## config.mk

```make
export PLATFORM = sky130hd
export DESIGN_NAME = series_requester_flat
export DESIGN_NICKNAME = d
export VERILOG_FILES = /design/src/rtl/series_requester_pkg.sv /design/src/rtl/series_requester_if.sv /design/src/rtl/series_requester_result_fifo2.sv /design/src/rtl/series_requester.sv /design/src/flat_wrapper.sv
export SDC_FILE = /design/constraint.sdc
export NUM_CORES = 1
export LEC_CHECK = 0
export ABC_AREA = 0
export ABC_CLOCK_PERIOD_IN_PS = 4100
export BUFFER_PORTS_ARGS = -buffer_cell sky130_fd_sc_hd__buf_2
export CAP_MARGIN = 0
export CORE_UTILIZATION = 40
export DETAILED_ROUTE_END_ITERATION = 6
export GPL_TIMING_DRIVEN = 1
export PLACE_DENSITY = 0.6
export SYNTH_ARGS = -nofsm -noshare
export SYNTH_HDL_FRONTEND = slang
export SYNTH_SLANG_ARGS = --single-unit
```

## constraint.sdc

```tcl
create_clock -name clk -period 4.1 [get_ports clk]
set_input_delay 0.205 -clock clk [delete_from_list [all_inputs] [get_ports clk]]
set_output_delay 0.205 -clock clk [all_outputs]
set_load 0.005 [all_outputs]
```

## src/rtl/series_requester_pkg.sv

```systemverilog
// Shared definitions for the series requester: FSM encoding and watchdog defaults.
package series_requester_pkg;

  localparam int DEFAULT_TIMEOUT = 64;

  typedef enum logic [1:0] {
    IDLE      = 2'd0,
    LAUNCH    = 2'd1,
    WAIT_ACK  = 2'd2,
    WAIT_DONE = 2'd3
  } state_e;

  // Plain vector constants so the state register stays a legacy-friendly logic [1:0].
  localparam logic [1:0] ST_IDLE      = IDLE;
  localparam logic [1:0] ST_LAUNCH    = LAUNCH;
  localparam logic [1:0] ST_WAIT_ACK  = WAIT_ACK;
  localparam logic [1:0] ST_WAIT_DONE = WAIT_DONE;

  // Watchdog value at which a stalled job is abandoned.
  function automatic logic [7:0] wd_limit(input int timeout);
    return 8'(timeout - 1);
  endfunction

endpackage

```

## src/rtl/series_requester_if.sv

```systemverilog
// Host, engine and consumer handshake signals of the series requester.
interface series_requester_if #(
  parameter int XW = 8,
  parameter int RW = 16
);
  logic          in_valid;
  logic [XW-1:0] in_data;
  logic          in_ready;
  logic          eng_start;
  logic [XW-1:0] eng_x;
  logic          eng_busy;
  logic          eng_ready;
  logic [RW-1:0] eng_result;
  logic          out_valid;
  logic [RW-1:0] out_data;
  logic          out_ready;

  // Requester side.
  modport slave (
    input  in_valid, in_data, eng_busy, eng_ready, eng_result, out_ready,
    output in_ready, eng_start, eng_x, out_valid, out_data
  );

  // Host / engine / consumer side.
  modport master (
    output in_valid, in_data, eng_busy, eng_ready, eng_result, out_ready,
    input  in_ready, eng_start, eng_x, out_valid, out_data
  );
endinterface

```

## src/rtl/series_requester_result_fifo2.sv

```systemverilog
// Two-entry result FIFO; push while full is accepted only together with a pop.
module result_fifo2 #(
  parameter int RW = 16
) (
  input  logic          clk,
  input  logic          rst_n,
  input  logic          push,
  input  logic [RW-1:0] push_data,
  input  logic          pop,
  output logic [RW-1:0] head,
  output logic          full,
  output logic          empty
);

  logic [RW-1:0] mem [2];
  logic          wr_ptr;
  logic          rd_ptr;
  logic [1:0]    count;
  logic          do_push;
  logic          do_pop;

  assign full    = (count == 2'd2);
  assign empty   = (count == 2'd0);
  assign do_pop  = pop && !empty;
  assign do_push = push && (!full || do_pop);
  assign head    = mem[rd_ptr];

  // Storage, pointers and occupancy update.
  always_ff @(posedge clk or negedge rst_n) begin
    if (!rst_n) begin
      // NOTE: the two storage words are reset so the head reads zero out of reset;
      // at this depth that costs nothing and keeps out_data deterministic.
      mem[0] <= '0;
      mem[1] <= '0;
      wr_ptr <= 1'b0;
      rd_ptr <= 1'b0;
      count  <= 2'd0;
    end else begin
      // NOTE: non-blocking assignments keep every register sampling pre-edge values,
      // so a push and pop on the same edge see a consistent occupancy.
      if (do_push) begin
        mem[wr_ptr] <= push_data;
        wr_ptr      <= ~wr_ptr;
      end
      if (do_pop) begin
        rd_ptr <= ~rd_ptr;
      end
      if (do_push && !do_pop) begin
        count <= count + 2'd1;
      end else if (do_pop && !do_push) begin
        count <= count - 2'd1;
      end
    end
  end

endmodule

```

## src/rtl/series_requester.sv

```systemverilog
// Launches one operand at a time into a series engine, guards it with a watchdog,
// and queues results in a two-entry FIFO.
module series_requester
  import series_requester_pkg::*;
#(
  parameter int XW      = 8,
  parameter int RW      = 16,
  parameter int TIMEOUT = DEFAULT_TIMEOUT
) (
  input  logic                clk,
  input  logic                rst_n,
  series_requester_if.slave   bus,
  output logic                err,
  output logic [7:0]          jobs
);

  localparam logic [7:0] WD_LIMIT = wd_limit(TIMEOUT);

  logic [1:0]    state;
  logic [XW-1:0] eng_x_q;
  logic [7:0]    wd;
  logic [7:0]    wd_next;
  logic          fifo_full;
  logic          fifo_empty;
  logic          accept;
  logic          done;
  logic          expired;
  logic          push;
  logic          pop;

  // The in_ready gate leaves a free FIFO slot for every job in flight.
  assign bus.in_ready  = (state == ST_IDLE) && !fifo_full;
  assign bus.eng_start = (state == ST_LAUNCH);
  assign bus.eng_x     = eng_x_q;
  assign bus.out_valid = !fifo_empty;
  assign accept        = bus.in_valid && bus.in_ready;
  assign pop           = bus.out_valid && bus.out_ready;
  assign push          = done;

  // Job completion and watchdog expiry for the current wait state.
  always_comb begin
    // NOTE: defaults first so every path assigns every output and no latch is inferred.
    wd_next = wd + 8'd1;
    done    = 1'b0;
    expired = 1'b0;
    if (state == ST_WAIT_DONE) begin
      done = bus.eng_ready && !bus.eng_busy;
    end
    if ((state == ST_WAIT_ACK && !bus.eng_busy) || (state == ST_WAIT_DONE && !done)) begin
      expired = (wd_next == WD_LIMIT);
    end
  end

  // Sequencer: accept, launch, wait for busy, wait for result or watchdog.
  always_ff @(posedge clk or negedge rst_n) begin
    if (!rst_n) begin
      state   <= ST_IDLE;
      eng_x_q <= '0;
      wd      <= 8'd0;
      err     <= 1'b0;
      jobs    <= 8'd0;
    end else begin
      case (state)
        ST_IDLE: begin
          if (accept) begin
            eng_x_q <= bus.in_data;
            state   <= ST_LAUNCH;
          end
        end
        ST_LAUNCH: begin
          wd    <= 8'd0;
          state <= ST_WAIT_ACK;
        end
        ST_WAIT_ACK: begin
          wd <= wd_next;
          if (bus.eng_busy) begin
            state <= ST_WAIT_DONE;
          end else if (expired) begin
            err   <= 1'b1;
            state <= ST_IDLE;
          end
        end
        default: begin
          wd <= wd_next;
          if (done) begin
            jobs  <= jobs + 8'd1;
            state <= ST_IDLE;
          end else if (expired) begin
            err   <= 1'b1;
            state <= ST_IDLE;
          end
        end
      endcase
    end
  end

  result_fifo2 #(.RW(RW)) u_fifo (
    .clk       (clk),
    .rst_n     (rst_n),
    .push      (push),
    .push_data (bus.eng_result),
    .pop       (pop),
    .head      (bus.out_data),
    .full      (fifo_full),
    .empty     (fifo_empty)
  );

endmodule

```

## src/flat_wrapper.sv

```systemverilog
// flat-port wrapper written by rule: the top's interface ports become plain ports
module series_requester_flat import series_requester_pkg::*;
#(
  parameter int XW      = 8,
  parameter int RW      = 16,
  parameter int TIMEOUT = DEFAULT_TIMEOUT
)
  (clk, rst_n, err, jobs, bus_in_valid, bus_in_data, bus_eng_busy, bus_eng_ready, bus_eng_result, bus_out_ready, bus_in_ready, bus_eng_start, bus_eng_x, bus_out_valid, bus_out_data);
  series_requester_if #(.XW(XW), .RW(RW)) bus_i ();
  input  logic clk;
  input  logic rst_n;
  output logic err;
  output logic [7:0] jobs;
  input wire logic [$bits(bus_i.in_valid)-1:0] bus_in_valid;
  input wire logic [$bits(bus_i.in_data)-1:0] bus_in_data;
  input wire logic [$bits(bus_i.eng_busy)-1:0] bus_eng_busy;
  input wire logic [$bits(bus_i.eng_ready)-1:0] bus_eng_ready;
  input wire logic [$bits(bus_i.eng_result)-1:0] bus_eng_result;
  input wire logic [$bits(bus_i.out_ready)-1:0] bus_out_ready;
  output wire logic [$bits(bus_i.in_ready)-1:0] bus_in_ready;
  output wire logic [$bits(bus_i.eng_start)-1:0] bus_eng_start;
  output wire logic [$bits(bus_i.eng_x)-1:0] bus_eng_x;
  output wire logic [$bits(bus_i.out_valid)-1:0] bus_out_valid;
  output wire logic [$bits(bus_i.out_data)-1:0] bus_out_data;
  assign bus_i.in_valid = bus_in_valid;
  assign bus_i.in_data = bus_in_data;
  assign bus_i.eng_busy = bus_eng_busy;
  assign bus_i.eng_ready = bus_eng_ready;
  assign bus_i.eng_result = bus_eng_result;
  assign bus_i.out_ready = bus_out_ready;
  assign bus_in_ready = bus_i.in_ready;
  assign bus_eng_start = bus_i.eng_start;
  assign bus_eng_x = bus_i.eng_x;
  assign bus_out_valid = bus_i.out_valid;
  assign bus_out_data = bus_i.out_data;
  series_requester #(.XW(XW), .RW(RW), .TIMEOUT(TIMEOUT)) u_core (.clk(clk), .rst_n(rst_n), .bus(bus_i), .err(err), .jobs(jobs));
endmodule
```

==> results of run 1 <==
[registers in the layout (all words and copies together), names as in the netlist]
name and flops:
u_core.state 2, u_core.err 1, u_core.u_fifo.mem 32, u_core.u_fifo.wr_ptr 1
u_core.bus.eng_x 8, u_core.u_fifo.count 2, u_core.wd 8, u_core.u_fifo.rd_ptr 1
u_core.jobs 8
[layout make-up]
| type | instances | area share, % |
|---|---|---|
| Sequential cell | 63 | 45.4 |
| Multi-Input combinational cell | 137 | 35.8 |
| Clock buffer | 12 | 4.47 |
| Clock inverter | 4 | 0.577 |
| Inverter | 4 | 0.433 |
| Tap cell | 96 | 3.46 |
| Timing Repair Buffer | 67 | 9.88 |
[logic make-up after synthesis]
group / count (synthesis) / synth area share [%]
AOI/OAI and AO/OA: 22 / 5.18
xor gates and xnor gates: 17 / 5.14
adders and majority gates: 4 / 1.73
buffers and inverters: 11 / 2.76
DFF: 63 / 54.4
muxes: 58 / 23.8
and+or+nand+nor: 36 / 7.00
[repair_timing]
| item | CTS | global route |
|---|---|---|
| hold buffers | 1 | 0 |
| setup buffers | 0 | 0 |
| hold endpoints to repair | 29 | 0 |
[per-layer routing]
layer / up-vias / track usage (%) / wire [um]
met5: - / 0 / 0
met4: 0 / 8.49 / 100
met3: 9 / 4.55 / 294
met2: 64 / 22.8 / 2390
met1: 890 / 19.6 / 2510
li1: 889 / - / -
[power by group]
| group | internal (mW) | switching (mW) | leakage (nW) |
|---|---|---|---|
| logic | 0.520 | 0.302 | 0.817 |
| registers | 0.890 | 0.221 | 0.771 |
| clock network | 0.248 | 0.226 | 0.0959 |
| total | 1.66 | 0.749 | 1.68 |
[cell usage in the layout, fill, tap and decap left out, drive strengths merged]
cell type    synthesis  routed
a211oi               2       2
a21o                 3       3
a21oi                3       3
a22o                 2       2
and2                 1       1
and2b                1       1
and3                 3       3
and4                 1       1
and4b                1       1
buf                  5      66
clkbuf               2      12
clkinv               0       4
dfrtp               63      63
dlygate4sd3          0       1
ha                   4       4
inv                  4       4
mux2                57      57
mux2i                1       1
nand2               10      10
nand2b               1       1
nand3                7       7
nand4                3       3
nor2                 5       5
nor2b                1       1
o21a                 1       1
o21ai                8       8
o31a                 2       2
o31ai                1       1
or2                  1       1
or3                  1       1
xnor2                9       9
xor2                 8       8
[worst paths after layout]
kind                                             start  slack [ns]                           endpoint
hold / removal                      bus_eng_result[15]         0.1  u_core.u_fifo.mem[15]$_DFFE_PN0P_
setup / recovery           u_core.state[1]$_DFFE_PN0P_        1.99  u_core.u_fifo.mem[31]$_DFFE_PN0P_
min in group asynchronous                        rst_n        0.44         u_core.jobs[5]$_DFFE_PN0P_
setup reg to reg           u_core.state[1]$_DFFE_PN0P_        1.99  u_core.u_fifo.mem[31]$_DFFE_PN0P_
max in group asynchronous                        rst_n        2.78  u_core.u_fifo.mem[28]$_DFFE_PN0P_
hold reg to reg             u_core.jobs[7]$_DFFE_PN0P_        0.47         u_core.jobs[7]$_DFFE_PN0P_
[stage by stage]
step           worst slack [ns]  power, mW
4_1_cts                    1.94       2.45
3_3_place_gp               2.02       1.93
5_1_grt                    1.86       2.60
6_report                   1.99       2.41
2_1_floorplan              2.41       1.64
3_5_place_dp               1.94       1.96
==> flow_summary.toml, run 1 <==
[sta]
finalCritPeriodShare_pct = 51.4
fmax_ghz = 0.475
fin_hold_ws_ns = 0.0993
worstMarginPinSlew_ns = 0.745
finalSetupViolations = 0
relSlewSlack_pct = 50.3
slew_violations = 0
rsz0062_at_grt = "false"
setup_tns_ns = 0
hold_viol_final = 0
fin_crit_ns = 2.11
skew_ns = 0.00426

[floorplanning]
die_w_um = 87.1
fp.dieH_um = 87.1
start_util_pct = 42.0
dieArea_um2 = 7590
fp.coreArea_um2 = 6910
rows = 30
ios = 66

[power_and_ir_drop]
p_leak_nw = 1.68
powerDensity_nw_per_um2 = 694
irDropWorstVdd_mv = 0.254

[global_routing]
grt_pass1_wl_mm = 8.42
grt_pass1_vias = 1812
antenna_found_initial = 0
overflow = 0
grt_max_degree = 35
grt_use_total_pct = 15.2

[worst_setup_path]
endpoint_kind = "flop"
worstSetupPathType = "flop to flop"
cpMaxStageDelayCell = "nor2b_4"
crit_cells = 4
start_kind = "flop"
crit_fanout = 16
r2r_cells = 4
cp_top_family = "simple AND/OR/NAND/NOR gates"
cp_data_required_time_ns = 4.32
cp.arrival_ns = 2.32
path_cells = "and4b_1 > o21a_4 > nor2b_4 > mux2_2"
slowest_delay_ns = 0.52
path_buf_inv = 0

[synthesis]
synth_most_common_cell = "dfrtp_1"
synth_ff_type = "dfrtp_1"
synthArstFlopShare_pct = 100
synthCells = 211
synth_cell_types = 35
ys_top_cells_by_count = "dfrtp_1 (63), mux2_2 (40), mux2_4 (10), nand2_1 (9), xnor2_1 (9)"
yosysTopAreaCell = "dfrtp_1"
syn-cell-area_um2 = 2900
syn_nets = 245
synth_seq_area_share_pct = 54.4
synth-edff-count = 0
syn_avg_cell_area_um2 = 13.7
synth_top_area_share_pct = 54.4
yosys-top-cells-area = "dfrtp_1 (54%), mux2_2 (16%), mux2_4 (5.2%)"
yosysWarnings = 0
ys_seq_elements = 63

[layout]
fin_area_um2 = 3470
seq_area_um2 = 1580
fillerInstances = 661
final_nets = 316
layoutNonFillerInstCount = 383
multiInputGateArea_um2 = 1240
fin_util_pct = 50.3
area_growth_pct = 19.8
layout-drive-gt1-share_pct = 47.4
antenna_cells = 0

[cts]
cts_resized = 0
clock_path_buffers = 2
insertion_delay_ns = 0.33
root_buffer = "clkbuf_8"
cts.clk_slew.worst_paths_ns = 0.07
cts_buffers = 9
cts_tree = "done"
cts.sink_count = 63
ctsHtreeMaxLevel = 3

[placed_design]
dp.cells = 366
hpwl_mm = 3.68
placed_area_um2 = 3290
place_congestion = 0.790
numPortBuffers = 65

[detailed_routing]
totalWireLength_mm = 5.29
drc_errors = 0
first_pass_iters = 4
initialDrtViolationCount = 59
routedWlPerCell_um = 13.8
via_per_inst = 4.84
dr_total_vias = 1852
postRouteAntennaNets = 0

[min_path]
hp-class = "input port to flop"
whs_path_depth = 2

[job]
cap_violations = 0

[outcome]
status = "completed"
No activity file was read; power rests on OpenSTA's default activity.
==> run 2, diff against run 1 <==
--- a/config.mk
+++ b/config.mk
@@ -6,7 +6,7 @@
 export NUM_CORES = 1
 export LEC_CHECK = 0
 export ABC_AREA = 0
-export ABC_CLOCK_PERIOD_IN_PS = 4100
+export ABC_CLOCK_PERIOD_IN_PS = 2100
 export BUFFER_PORTS_ARGS = -buffer_cell sky130_fd_sc_hd__buf_2
 export CAP_MARGIN = 0
 export CORE_UTILIZATION = 40
==> constraint.sdc (replaced) <==
create_clock -name clk -period 2.1 [get_ports clk]
set_input_delay 0.105 -clock clk [delete_from_list [all_inputs] [get_ports clk]]
set_output_delay 0.105 -clock clk [all_outputs]
set_load 0.005 [all_outputs]
==> run 2 against run 1 <==
Against the previous run: fmax increased by 19%; critical path depth increased by 1; final cell count increased by 4.2%; highest routed layer unchanged.
==> flow_summary.toml, run 2 (synthesis results as in run 1) <==
[sta]
fin_crit_ns = 1.77
hold_viol_final = 0
worstMarginPinSlew_ns = 0.630
fmax_ghz = 0.566
rsz0062_at_grt = "false"
setup_tns_ns = 0
skew_ns = 0.00432
finalCritPeriodShare_pct = 84.2
relSlewSlack_pct = 58.0
finalSetupViolations = 0
slew_violations = 0

[floorplanning]
die_w_um = 87.1
dieArea_um2 = 7590
fp.coreArea_um2 = 6910
ios = 66
start_util_pct = 42.0
fp.dieH_um = 87.1
rows = 30

[detailed_routing]
first_pass_iters = 4
postRouteAntennaNets = 0
via_per_inst = 4.82
routedWlPerCell_um = 13.8
dr_total_vias = 1925
drc_errors = 0
totalWireLength_mm = 5.50
initialDrtViolationCount = 83

[worst_setup_path]
cpMaxStageDelayCell = "dfrtp_1"
path_buf_inv = 1
worstSetupPathType = "flop to flop"
endpoint_kind = "flop"
cp_data_required_time_ns = 2.31
crit_fanout = 10
cp_top_family = "simple AND/OR/NAND/NOR gates"
path_cells = "and4b_1 > o21a_4 > nor2b_4 > buf_12 > mux2_4"
start_kind = "flop"
cp.arrival_ns = 1.98
slowest_delay_ns = 0.43

[layout]
fin_area_um2 = 3680
multiInputGateArea_um2 = 1240
top_register = "u_core.u_fifo.mem"
final_nets = 333
layout_commonest_cell = "buf_2"
largest_reg_flops = 32
seq_area_um2 = 1580
antenna_cells = 0
layout-drive-gt1-share_pct = 46.2
area_growth_pct = 26.9
fillerInstances = 639
mostFrequentLayoutCells = "buf_2 (65), dfrtp_1 (63), mux2_2 (40)"

[cts]
postCtsSetupBuffers = 0
insertion_delay_ns = 0.33
cts.sink_count = 63
cts_buffers = 9
cts.clk_slew.worst_paths_ns = 0.07
root_buffer = "clkbuf_8"
cts_resized = 0
clock_path_buffers = 2
ctsHtreeMaxLevel = 3
cts_tree = "done"

[job]
cap_violations = 0

[global_routing]
grt_pass1_wl_mm = 8.93
overflow = 0
grt_max_degree = 37
antenna_found_initial = 0
grt_use_total_pct = 15.5
grt_pass1_vias = 1959

[power_and_ir_drop]
irDropWorstVdd_mv = 0.690
p_leak_nw = 1.78
powerDensity_nw_per_um2 = 1330

[placed_design]
hpwl_mm = 3.72
placed_area_um2 = 3340
place_congestion = 0.770
numPortBuffers = 65

[min_path]
hp-class = "input port to flop"

[outcome]
status = "completed"
run 2: cell type report:
class | instances | share of cell area [%]
Clock buffer | 11 | 4.12
Clock inverter | 4 | 1.22
Timing Repair Buffer | 84 | 14.4
Inverter | 4 | 0.408
Tap cell | 96 | 3.27
Multi-Input combinational cell | 137 | 33.8
Sequential cell | 63 | 42.9
run 2: final timing paths:
| check | endpoint | slack, ns | cells past startpoint | start |
|---|---|---|---|---|
| min in group asynchronous | u_core.jobs[5]$_DFFE_PN0P_ | 0.33 | 2 | rst_n |
| worst min register to register | u_core.jobs[7]$_DFFE_PN0P_ | 0.46 | 1 | u_core.jobs[7]$_DFFE_PN0P_ |
| worst max register to register | u_core.u_fifo.mem[26]$_DFFE_PN0P_ | 0.33 | 5 | u_core.state[1]$_DFFE_PN0P_ |
| max in group asynchronous | u_core.u_fifo.mem[12]$_DFFE_PN0P_ | 1.16 | 3 | rst_n |
| worst min-delay path | u_core.u_fifo.mem[30]$_DFFE_PN0P_ | 0.02 | 2 | bus_eng_result[14] |
| worst max-delay path | u_core.u_fifo.mem[26]$_DFFE_PN0P_ | 0.33 | 5 | u_core.state[1]$_DFFE_PN0P_ |
run 2: worst reg2reg max path, cell delays in order (launching register included):
cell	delay [ns]
dfrtp_1	0.43
and4b_1	0.26
o21a_4	0.17
nor2b_4	0.29
buf_12	0.19
mux2_4	0.31
run 2: stage by stage:
step / total power [mW] / util [%] / hold WS (ns) / worst slack (ns) / cells
final: 4.89 / 53.2 / 0.0209 / 0.332 / 399
after CTS: 4.95 / 53.1 / 0.00100 / 0.321 / 398
after detailed placement: 3.85 / 48.4 / 0.169 / 0.331 / 370
after global placement: 3.80 / 48.4 / 0.174 / 0.362 / 370
after global routing: 5.23 / 53.2 / 0.00545 / 0.229 / 399
after floorplan: 3.21 / - / -0.191 / 0.414 / 211
run 2: power by group:
part           internal (mW)  total, mW  switching [mW]
Sequential              1.74       2.11           0.371
Combinational           1.06       1.73           0.667
Clock                  0.600       1.05           0.448
Total                   3.40       4.89            1.49
run 2: timing repair:
item | CTS | global route
endpoints found under the setup margin | 0 | 0
hold buffers | 13 | 1
hold endpoints to repair | 39 | 1
run 2: per-layer routing:
layer  GRT usage [%]  wire [um]  part of all wire [%]  up-vias
met1            19.3       2550                    46      942
met5               0          0                     0        -
met4            6.26         65                   1.2        0
li1                -          -                     -      924
met2            25.3       2600                    47       55
met3            4.64        279                   5.1        4
==> run 3, diff against run 2 <==
--- a/config.mk
+++ b/config.mk
@@ -6,7 +6,7 @@
 export NUM_CORES = 1
 export LEC_CHECK = 0
 export ABC_AREA = 0
-export ABC_CLOCK_PERIOD_IN_PS = 2100
+export ABC_CLOCK_PERIOD_IN_PS = 1770
 export BUFFER_PORTS_ARGS = -buffer_cell sky130_fd_sc_hd__buf_2
 export CAP_MARGIN = 0
 export CORE_UTILIZATION = 40
==> constraint.sdc (replaced) <==
create_clock -name clk -period 1.77 [get_ports clk]
set_input_delay 0.0885 -clock clk [delete_from_list [all_inputs] [get_ports clk]]
set_output_delay 0.0885 -clock clk [all_outputs]
set_load 0.005 [all_outputs]
==> run 3 against run 2 <==
Against the previous run: flip-flop and latch count unchanged; combinational power up 27%; total power increased by 23%.
==> flow_summary.toml, run 3 (synthesis results as in run 1) <==
[worst_setup_path]
start_kind = "flop"
r2r_end = "u_core.u_fifo.mem[31]$_DFFE_PN0P_"
crit_fanout = 12
rr_startpoint = "u_core.state[1]$_DFFE_PN0P_"
r2r_cells = 5
endpoint_kind = "output pin"
cp-startpoint = "u_core.u_fifo.rd_ptr$_DFFE_PN0P_"
cp_data_required_time_ns = 1.68
worst-r2r-setup-slack_ns = 0.18
worstSetupPathType = "flop to output pin"
cp.arrival_ns = 1.53
crit_end = "bus_out_data[11]"

[layout]
area_growth_pct = 33.1
final_nets = 350
largest_reg_flops = 32
multiInputGateArea_um2 = 1240
layoutNonFillerInstCount = 417
antenna_cells = 0
mostFrequentLayoutCells = "buf_2 (65), dfrtp_1 (63), mux2_2 (40)"
layout-drive-gt1-share_pct = 46.1
layout_commonest_cell = "buf_2"
top_register = "u_core.u_fifo.mem"
seq_area_um2 = 1580
fillerInstances = 598

[job]
cap_violations = 0

[floorplanning]
ios = 66
die_w_um = 87.1
fp.dieH_um = 87.1
start_util_pct = 42.0
rows = 30
fp.coreArea_um2 = 6910
dieArea_um2 = 7590

[global_routing]
grt_use_total_pct = 15.9
overflow = 0
grt_max_degree = 64
grt_pass1_wl_mm = 9.11
grt_pass1_vias = 2065
antenna_found_initial = 0

[placed_design]
place_ws_ns = 0.202
numPortBuffers = 65
place_congestion = 0.828
dp.cells = 377
hpwl_mm = 3.59

[sta]
finalCritPeriodShare_pct = 91.2
finalSetupViolations = 0
slew_violations = 0
skew_ns = 0.00685
fin_crit_ns = 1.61
fmax_ghz = 0.620
hold_viol_final = 0
worstMarginPinSlew_ns = 0.340
setup_tns_ns = 0
relSlewSlack_pct = 77.4
rsz0062_at_grt = "false"
setup_slack_ns = 0.156

[power_and_ir_drop]
switching_power_mw = 1.80
powerDensity_nw_per_um2 = 1560
power_frac_clock_pct = 22.1
power_frac_comb_pct = 36.5
switching_share_pct = 30.0
power.internal_mw = 4.20
p_leak_nw = 1.86
irDropWorstVdd_mv = 0.737
seq_power_share_pct = 41.4

[detailed_routing]
routedWlPerCell_um = 13.2
initialDrtViolationCount = 50
drc_errors = 0
dr_total_vias = 2001
postRouteAntennaNets = 0
totalWireLength_mm = 5.52
via_per_inst = 4.80
first_pass_iters = 4

[cts]
cts_tree = "done"
ctsHtreeMaxLevel = 3
insertion_delay_ns = 0.33
postCtsSetupBuffers = 0
cts_resized = 0
cts.clk_slew.worst_paths_ns = 0.07
cts.sink_count = 63
clock_path_buffers = 2
cts_buffers = 9
root_buffer = "clkbuf_8"

[min_path]
hp-class = "input port to flop"

[outcome]
status = "completed"
## run 3: layout make-up
type | instances | area share, %
repair buffers | 101 | 18.0
multi-input cells | 137 | 32.2
clock buffers | 9 | 3.21
inverters | 4 | 0.389
clock inverters | 7 | 2.27
flip-flops and latches | 63 | 40.9
well taps | 96 | 3.11
## run 3: per-stage QoR
stage / util [%] / instance area, um2 / power [mW] / hold WS (ns)
final: 55.9 / 3860 / 6.00 / 0.0218
after global routing: 55.9 / 3860 / 6.43 / 0.0152
after CTS: 55.9 / 3860 / 6.07 / 0.00398
after detailed placement: 49.3 / 3410 / 4.67 / 0.128
after global placement: 49.3 / 3410 / 4.61 / 0.131
after floorplan: - / 2900 / 3.80 / -0.207
## run 3: power groups by stage
stage / registers (mW) / clock network [mW] / logic [mW]
after global placement: 2.48 / 0 / 2.13
after CTS: 2.48 / 1.37 / 2.22
after floorplan: 2.43 / 0 / 1.37
after detailed placement: 2.49 / 0 / 2.18
after global routing: 2.57 / 1.43 / 2.43
final: 2.48 / 1.33 / 2.19
## run 3: worst max-delay path, cell delays in order, from the launching register on
cell and delay (ns):
dfrtp_1 0.53, buf_12 0.19, mux2_2 0.34, buf_2 0.13
## run 3: how the worst min path moves through the flow
| stage | depth (start not counted) | startpoint | end |
|---|---|---|---|
| after CTS | 2 | bus_eng_result[9] | u_core.u_fifo.mem[25]$_DFFE_PN0P_ |
| after detailed placement | 2 | rst_n | u_core.jobs[5]$_DFFE_PN0P_ |
| after global routing | 2 | bus_eng_result[9] | u_core.u_fifo.mem[9]$_DFFE_PN0P_ |
| after global placement | 2 | rst_n | u_core.jobs[5]$_DFFE_PN0P_ |
| final | 2 | bus_eng_result[9] | u_core.u_fifo.mem[25]$_DFFE_PN0P_ |
| after floorplan | 0 | rst_n | u_core.bus.eng_x[0]$_DFFE_PN0P_ |
## run 3: routing by layer
metal  share of wire (%)  global-route usage, %
met1                  47                   19.5
met2                  46                   26.1
met3                 4.9                   3.51
met4                 2.0                   8.94
met5                   0                      0
## run 3: what timing repair did
action	4_1_cts	5_1_grt
hold endpoints to repair	100	0
setup endpoints to repair	0	0
hold buffers	24	0
